**src/rtl/regfile_wb_arbiter_if.sv**
```systemverilog
// Writeback bus between the ALU/LSU issuers and the register-file write arbiter.
// The arbiter side is the slave modport; the issuer/observer side is the master.
interface regfile_wb_arbiter_if;
  logic        alu_valid;
  logic        alu_ready;
  logic [4:0]  alu_rd;
  logic [31:0] alu_data;

  logic        lsu_valid;
  logic        lsu_ready;
  logic [4:0]  lsu_rd;
  logic [31:0] lsu_data;

  logic        register_write_valid;
  logic [4:0]  write_reg;
  logic [31:0] reg_write_data;
  logic [1:0]  alu_pending;
  logic [1:0]  lsu_pending;
  logic        idle;

  modport master (
    output alu_valid, alu_rd, alu_data,
    output lsu_valid, lsu_rd, lsu_data,
    input  alu_ready, lsu_ready,
    input  register_write_valid, write_reg, reg_write_data,
    input  alu_pending, lsu_pending, idle
  );

  modport slave (
    input  alu_valid, alu_rd, alu_data,
    input  lsu_valid, lsu_rd, lsu_data,
    output alu_ready, lsu_ready,
    output register_write_valid, write_reg, reg_write_data,
    output alu_pending, lsu_pending, idle
  );
endinterface

```
**src/rtl/regfile_wb_arbiter.sv**
```systemverilog
// Two-requester register-file writeback arbiter, each requester behind a 2-entry FIFO.
// Define WB_RR_ARB_EN for round-robin arbitration; default is fixed ALU priority.
module regfile_wb_arbiter (
  input  logic                 clk,
  input  logic                 reset,
  regfile_wb_arbiter_if.slave  wb
);

  typedef struct packed {
    logic [4:0]  rd;
    logic [31:0] data;
  } wb_entry_t;

  localparam int ALU = 0;
  localparam int LSU = 1;

  wb_entry_t   mem [2][2];
  wb_entry_t   req_entry [2];
  logic [1:0]  count_q [2];
  logic [1:0]  wr_ptr_q;
  logic [1:0]  rd_ptr_q;
  logic [1:0]  req_valid;
  logic [1:0]  ready;
  logic [1:0]  push;
  logic [1:0]  pop;
  logic [1:0]  nonempty;
  wb_entry_t   pop_entry;
  wb_entry_t   out_q;
  logic        write_valid_q;

  // NOTE: every always_comb output gets a default first so no path leaves it unassigned (no latch).
  always_comb begin
    req_valid      = {wb.lsu_valid, wb.alu_valid};
    req_entry[ALU] = '{rd: wb.alu_rd, data: wb.alu_data};
    req_entry[LSU] = '{rd: wb.lsu_rd, data: wb.lsu_data};
    ready          = 2'b00;
    push           = 2'b00;
    nonempty       = 2'b00;
    for (int i = 0; i < 2; i++) begin
      // Ready comes from the registered count alone, so a full queue never passes through.
      ready[i]    = (count_q[i] < 2'd2);
      // Register 31 is write-protected: the handshake completes but nothing is queued.
      push[i]     = req_valid[i] && ready[i] && (req_entry[i].rd != 5'd31);
      nonempty[i] = (count_q[i] != 2'd0);
    end
  end

`ifdef WB_RR_ARB_EN
  typedef enum logic {GRANT_ALU = 1'b0, GRANT_LSU = 1'b1} grant_t;

  grant_t last_grant_q;
  grant_t last_grant_d;

  always_comb begin
    pop          = 2'b00;
    last_grant_d = last_grant_q;
    if (nonempty[ALU] && nonempty[LSU]) begin
      pop = (last_grant_q == GRANT_LSU) ? 2'b01 : 2'b10;
    end else begin
      pop = nonempty;
    end
    if (pop[ALU]) begin
      last_grant_d = GRANT_ALU;
    end else if (pop[LSU]) begin
      last_grant_d = GRANT_LSU;
    end
  end

  always_ff @(posedge clk or posedge reset) begin
    if (reset) begin
      last_grant_q <= GRANT_LSU;
    end else begin
      last_grant_q <= last_grant_d;
    end
  end
`else
  always_comb begin
    pop = 2'b00;
    if (nonempty[ALU]) begin
      pop[ALU] = 1'b1;
    end else if (nonempty[LSU]) begin
      pop[LSU] = 1'b1;
    end
  end
`endif

  // NOTE: sequential state uses non-blocking assignments so every flop samples pre-edge values.
  always_ff @(posedge clk or posedge reset) begin
    if (reset) begin
      wr_ptr_q <= 2'b00;
      rd_ptr_q <= 2'b00;
      for (int i = 0; i < 2; i++) begin
        count_q[i] <= 2'd0;
      end
    end else begin
      for (int i = 0; i < 2; i++) begin
        if (push[i]) wr_ptr_q[i] <= ~wr_ptr_q[i];
        if (pop[i])  rd_ptr_q[i] <= ~rd_ptr_q[i];
        case ({push[i], pop[i]})
          2'b10:   count_q[i] <= count_q[i] + 2'd1;
          2'b01:   count_q[i] <= count_q[i] - 2'd1;
          default: count_q[i] <= count_q[i];
        endcase
      end
    end
  end

  // NOTE: entry storage is deliberately not reset; the counts alone decide what is valid.
  always_ff @(posedge clk) begin
    if (push[ALU]) mem[ALU][wr_ptr_q[ALU]] <= req_entry[ALU];
    if (push[LSU]) mem[LSU][wr_ptr_q[LSU]] <= req_entry[LSU];
  end

  assign pop_entry = pop[ALU] ? mem[ALU][rd_ptr_q[ALU]] : mem[LSU][rd_ptr_q[LSU]];

  // Write port is registered: the strobe lasts one cycle, rd/data hold between writes.
  always_ff @(posedge clk or posedge reset) begin
    if (reset) begin
      write_valid_q <= 1'b0;
      out_q         <= '0;
    end else begin
      write_valid_q <= |pop;
      if (|pop) out_q <= pop_entry;
    end
  end

  assign wb.alu_ready            = ready[ALU];
  assign wb.lsu_ready            = ready[LSU];
  assign wb.alu_pending          = count_q[ALU];
  assign wb.lsu_pending          = count_q[LSU];
  assign wb.register_write_valid = write_valid_q;
  assign wb.write_reg            = out_q.rd;
  assign wb.reg_write_data       = out_q.data;
  assign wb.idle = (count_q[ALU] == 2'd0) && (count_q[LSU] == 2'd0) && !write_valid_q;

endmodule

```
**src/flat_wrapper.sv**
```systemverilog
// flat-port wrapper written by rule: the top's interface ports become plain ports
module regfile_wb_arbiter_flat 
  (clk, reset, wb_alu_valid, wb_alu_rd, wb_alu_data, wb_lsu_valid, wb_lsu_rd, wb_lsu_data, wb_alu_ready, wb_lsu_ready, wb_register_write_valid, wb_write_reg, wb_reg_write_data, wb_alu_pending, wb_lsu_pending, wb_idle);
  regfile_wb_arbiter_if wb_i ();
  input  logic clk;
  input  logic reset;
  input wire logic [$bits(wb_i.alu_valid)-1:0] wb_alu_valid;
  input wire logic [$bits(wb_i.alu_rd)-1:0] wb_alu_rd;
  input wire logic [$bits(wb_i.alu_data)-1:0] wb_alu_data;
  input wire logic [$bits(wb_i.lsu_valid)-1:0] wb_lsu_valid;
  input wire logic [$bits(wb_i.lsu_rd)-1:0] wb_lsu_rd;
  input wire logic [$bits(wb_i.lsu_data)-1:0] wb_lsu_data;
  output wire logic [$bits(wb_i.alu_ready)-1:0] wb_alu_ready;
  output wire logic [$bits(wb_i.lsu_ready)-1:0] wb_lsu_ready;
  output wire logic [$bits(wb_i.register_write_valid)-1:0] wb_register_write_valid;
  output wire logic [$bits(wb_i.write_reg)-1:0] wb_write_reg;
  output wire logic [$bits(wb_i.reg_write_data)-1:0] wb_reg_write_data;
  output wire logic [$bits(wb_i.alu_pending)-1:0] wb_alu_pending;
  output wire logic [$bits(wb_i.lsu_pending)-1:0] wb_lsu_pending;
  output wire logic [$bits(wb_i.idle)-1:0] wb_idle;
  assign wb_i.alu_valid = wb_alu_valid;
  assign wb_i.alu_rd = wb_alu_rd;
  assign wb_i.alu_data = wb_alu_data;
  assign wb_i.lsu_valid = wb_lsu_valid;
  assign wb_i.lsu_rd = wb_lsu_rd;
  assign wb_i.lsu_data = wb_lsu_data;
  assign wb_alu_ready = wb_i.alu_ready;
  assign wb_lsu_ready = wb_i.lsu_ready;
  assign wb_register_write_valid = wb_i.register_write_valid;
  assign wb_write_reg = wb_i.write_reg;
  assign wb_reg_write_data = wb_i.reg_write_data;
  assign wb_alu_pending = wb_i.alu_pending;
  assign wb_lsu_pending = wb_i.lsu_pending;
  assign wb_idle = wb_i.idle;
  regfile_wb_arbiter u_core (.clk(clk), .reset(reset), .wb(wb_i));
endmodule
```
**config.mk**
```make
export PLATFORM = sky130hd
export DESIGN_NAME = regfile_wb_arbiter_flat
export DESIGN_NICKNAME = d
export VERILOG_FILES = /design/src/rtl/regfile_wb_arbiter_if.sv /design/src/rtl/regfile_wb_arbiter.sv /design/src/flat_wrapper.sv
export SDC_FILE = /design/constraint.sdc
export NUM_CORES = 1
export LEC_CHECK = 0
export ABC_CLOCK_PERIOD_IN_PS = 3600
export CORE_UTILIZATION = 55
export CTS_BUF_LIST = sky130_fd_sc_hd__clkbuf_4
export DETAILED_ROUTE_END_ITERATION = 7
export PLACE_DENSITY = 0.87
export REMOVE_ABC_BUFFERS = 1
export SKIP_CTS_REPAIR_TIMING = 1
export SLEW_MARGIN = 0
export SYNTH_ARGS = -nofsm -noshare
export SYNTH_HDL_FRONTEND = slang
export SYNTH_SLANG_ARGS = --single-unit
```
**constraint.sdc**
```tcl
create_clock -name clk -period 3.6 [get_ports clk]
set_clock_uncertainty 0.2 [all_clocks]
set_input_delay 0.54 -clock clk [delete_from_list [all_inputs] [get_ports clk]]
set_output_delay 0.54 -clock clk [all_outputs]
set_load 0.01 [all_outputs]
```
* Word-level counts from Yosys, hierarchy flattened *
Memory sizes are Yosys's and may differ from the RTL's.
Cells that the tools add are included.
W data, S select, Z words.

operators by class
  add/sub/neg operators = 4
  magnitude comparators = 8
  eq/ne operators = 6
  mux-type cells = 20
  bitwise operators = 8
  reductions and logical operators = 16

operators with widths
  kind                   count
  $mux W37               9
  $mux W74               2
  $demux W37 S1          2
  $ne A5 B5 Y1 const B   2
  $ge A2 B2 Y1 const B   4
  $logic_and A1 B1 Y1    8
  $not A1 Y2             4
  $pmux W2 S2            2
  $reduce_bool A2 Y1     4
  $mux W1                5
  $add A2 B1 Y2 const B  2
  $eq A2 B1 Y1 const B   2
  $eq A2 B2 Y1 const B   2
  $logic_not A2 Y1       2
  $lt A2 B1 Y1 const B   2
  $lt A2 B2 Y1 const B   2
  $not A1 Y1             4
  $sub A2 B1 Y2 const B  2
  $reduce_or A2 Y1       1
  $logic_not A1 Y1       1

storage, ports and cells
  bits in registers = 46
  bits in writable memories = 148
  input bits = 78
  memories kept = 1

memory list
  memory      words  bits a word  read ports  clocked after memory_dff  write ports  RTL line                  text
  u_core.mem  2      74           2           0                         2            regfile_wb_arbiter.sv:17  wb_entry_t mem [2][2];

* Longest topological paths before layout *
  depth after elaboration = 6
  gate-level depth with buffers = 7
  depth with buffers taken out = 7

* Worst setup path before layout *
No wires, ideal clock.

  kind = reg-to-reg
  start point = register u_core.count_q (netlist bit u_core.wb.alu_pending[1])
  end point = memory u_core.mem[0][0] in the netlist's numbering, enable pin
  arrival time = 2376 ps
  setup slack = 593 ps
  cell stages (with the launch flop) = 4
  clock period less this slack = 3007 ps
  path through = dfrtp_1 inv_1 o211ai_1 nor2_1

RTL lines
  item                              RTL line                   text
  start: declaration                regfile_wb_arbiter.sv:19   logic [1:0] count_q [2];
  start signal: indexed assignment  regfile_wb_arbiter.sv:100  2'b10: count_q[i] <= count_q[i] + 2'd1;
  start signal: indexed assignment  regfile_wb_arbiter.sv:101  2'b01: count_q[i] <= count_q[i] - 2'd1;
  start signal: indexed assignment  regfile_wb_arbiter.sv:102  default: count_q[i] <= count_q[i];
  end: declaration                  regfile_wb_arbiter.sv:17

* Worst setup path in the final report *
  start point = register u_core.count_q (netlist bit u_core.wb.lsu_pending[0])
  end point = output wb_idle

between the ends
  word-level cells in the longest chain between the ends = 3

ends and longest elaborated chain
  item                              RTL line                   text
  $logic_not A2 Y1                  regfile_wb_arbiter.sv:134  assign wb.idle = (count_q[ALU] == 2'd0) && (count_q[LSU] == 2'd0) && !write_valid_q;
  $logic_and A1 B1 Y1 (2 in a row)  regfile_wb_arbiter.sv:134
  end: declaration                  flat_wrapper.sv:20         output wire logic [$bits(wb_i.idle)-1:0] wb_idle;

No other way between the ends.

==> flow_summary.toml <==
[run_status]
status = "complete, no violations"

[routing]
drtAntennaViolNets = 0
drcViolationCount = 0
drt-total-wl_um = 14900
drt_iter0_drc = 268
vias = 4218
wl_per_cell_um = 19.9
dr.pass1.iters = 5
via_per_inst = 5.61

[global_route]
grt_overflow = 0
grt_max_degree = 77
antenna_found_initial = 0
grt_pass1_wl_um = 23600
grt_use_total = 0.230
grt_pass1_vias = 4386

[cells_and_area]
drive_above_1_share = 0.118
fillers = 852
largest_reg_flops = 148
mostFrequentLayoutCells = "edfxtp_1 (148), clkdlybuf4s50_1 (122), dfrtp_1 (44)"
diodes = 0
stdcell_area_um2 = 9090
area_growth_pct = 22.4
fin_nets = 643
multi_input_area_um2 = 1630
final_cells = 752
final_common_cell = "edfxtp_1"
seq_area_um2 = 5600

[synthesis]
synth_flop_cell = "edfxtp_1"
synth_cell_types = 28
synth.cell_area_um2 = 7430
yosysWarnings = 0
synth-seq-cells = 194
syn_inst = 443
synth_edf_count = 148
async_flop_share = 0.237
syn_area_per_cell_um2 = 16.8
synth_seq_area_share = 0.753

[cts]
path_clk_slew_ns = 0.17
clkLatencyLatePin_ns = 0.59
clockBufferDepth = 2
htreeDepth = 4
cts_buffers = 17
cts_root_buf = "clkbuf_4"
cts.sinks = 194
cts_tree = "built"

[pwr]
pwr_density_cell_nw_per_um2 = 789
leakage_nw = 3.14
vdd_ir_drop_max_mv = 0.413
power.total_w = 0.00717

[setup_path]
slowest_stage = "clkdlybuf4s50_1"
cp.arrival_ns = 2.00
cpPeakStageDelay_ns = 0.54
worstPathCellList = "nor2_4 > nand2_1 > nor2_1 > clkdlybuf4s50_1"
path_delay_family = "buffers and inverters"
crit_buf_inv = 1
worstPathRequired_ns = 2.86
worstSetupEndpointType = "output pin"
crit_fanout = 5
path_class = "flop to output pin"
setup.worst_path.start_class = "flop"

[placement]
dpl.hpwl_um = 9700
dp_slack_ns = 0.842
placed_area_um2 = 8790
place_inst = 720
gp_congestion = 0.794
portBuffers = 122

[job]
maxCapViolations = 0

[timing]
finalHoldViolCount = 0
period_minus_slack_ns = 2.74
tns_ns = 0
worst_pin_slew_ns = 1.17
setup_viol = 0
worst_slack_ns = 0.864
finalCritPeriodShare = 0.760
clock.fmax_mhz = 366
rsz0062_at_grt = "no"
slew_violations = 0
relSlewSlack = 0.223

[floorplan]
dieArea_um2 = 14000
start_util = 0.563
io_pins = 123
fp.dieH_um = 118
core_area_um2 = 13200
die_w_um = 118
rows = 42

[hold_path]
hold_class = "input port to async pin"
-- routing by layer --
layer,vias up,track usage,routed length [um]
li1,1948,-,-
met1,2056,0.312,6260
met2,175,0.358,7280
met3,39,0.0507,927
met4,0,0.111,468
met5,-,0,0
-- cell type report --
type                            count  share of cell area
Clock buffer                       17              0.0140
Clock inverter                     15              0.0191
Inverter                            6             0.00248
Multi-Input combinational cell    215               0.179
Sequential cell                   194               0.616
Tap cell                          176              0.0242
Timing Repair Buffer              129               0.146
-- power breakdown --
group          switching, W  internal [W]  total, W
logic               0.00126       0.00121   0.00247
clock network      0.000767      0.000435   0.00120
registers          0.000476       0.00302   0.00350
total               0.00250       0.00467   0.00717
-- per-stage QoR --
| stage | util | hold WS, ns |
|---|---|---|
| 2_1_floorplan | - | 0.268 |
| 3_3_place_gp | 0.666 | 0.313 |
| 3_5_place_dp | 0.666 | 0.330 |
| 4_1_cts | 0.689 | 0.280 |
| 5_1_grt | 0.689 | 0.280 |
| 6_report | 0.689 | 0.319 |
-- final timing paths --
check	cells past startpoint	endpoint	slack, ns	startpoint
worst min-delay path	2	u_core.wb.reg_write_data[9]	0.32	reset
worst min register to register	2	u_core.wb.write_reg[1]	0.35	u_core.mem[0][70]
worst max register to register	7	u_core.wb.lsu_pending[1]	1.14	u_core.wb.alu_pending[0]
worst max-delay path	4	wb_idle	0.86	u_core.wb.lsu_pending[0]
max in group asynchronous	2	u_core.rd_ptr_q[1]	2.16	reset
min in group clk	1	u_core.mem[0][80]	0.33	wb_lsu_data[6]
-- cells in the mapped netlist (5+ instances only) --
cell,count,area share
xnor2_1,9,0.011
edfxtp_1,148,0.60
o21ai_2,10,0.012
buf_2,6,0.0040
inv_1,6,0.0030
o22ai_1,37,0.031
nor2b_1,30,0.025
nor2_1,8,0.0040
clkbuf_1,5,0.0025
buf_4,6,0.0061
dfrtp_1,46,0.16
a211oi_2,9,0.015
o21ai_1,20,0.013
o21ai_0,7,0.0047
buf_6,9,0.014
mux2i_1,37,0.050
a211oi_1,28,0.028
and2b_1,7,0.0071
-- worst reg2reg max path: stages, from the launching register on --
cell and delay, ns:
dfrtp_1 0.47, nor2_4 0.13, buf_4 0.63, inv_1 0.16
nor2_1 0.23, ha_1 0.29, nor2_1 0.14, xnor2_1 0.14
-- logic make-up (layout without fill, tap and decap cells) --
kind of cell	after synthesis	after routing	share of synthesized area
AOI/OAI and AO/OA	113	113	0.107
muxes	37	37	0.0499
xor gates and xnor gates	10	10	0.0118
buffers and inverters	34	167	0.0324
DFF	194	194	0.753
adders and majority gates	2	2	0.00337
and+or+nand+nor	53	53	0.0425
Note: power is estimated with default switching activity, not from simulation.
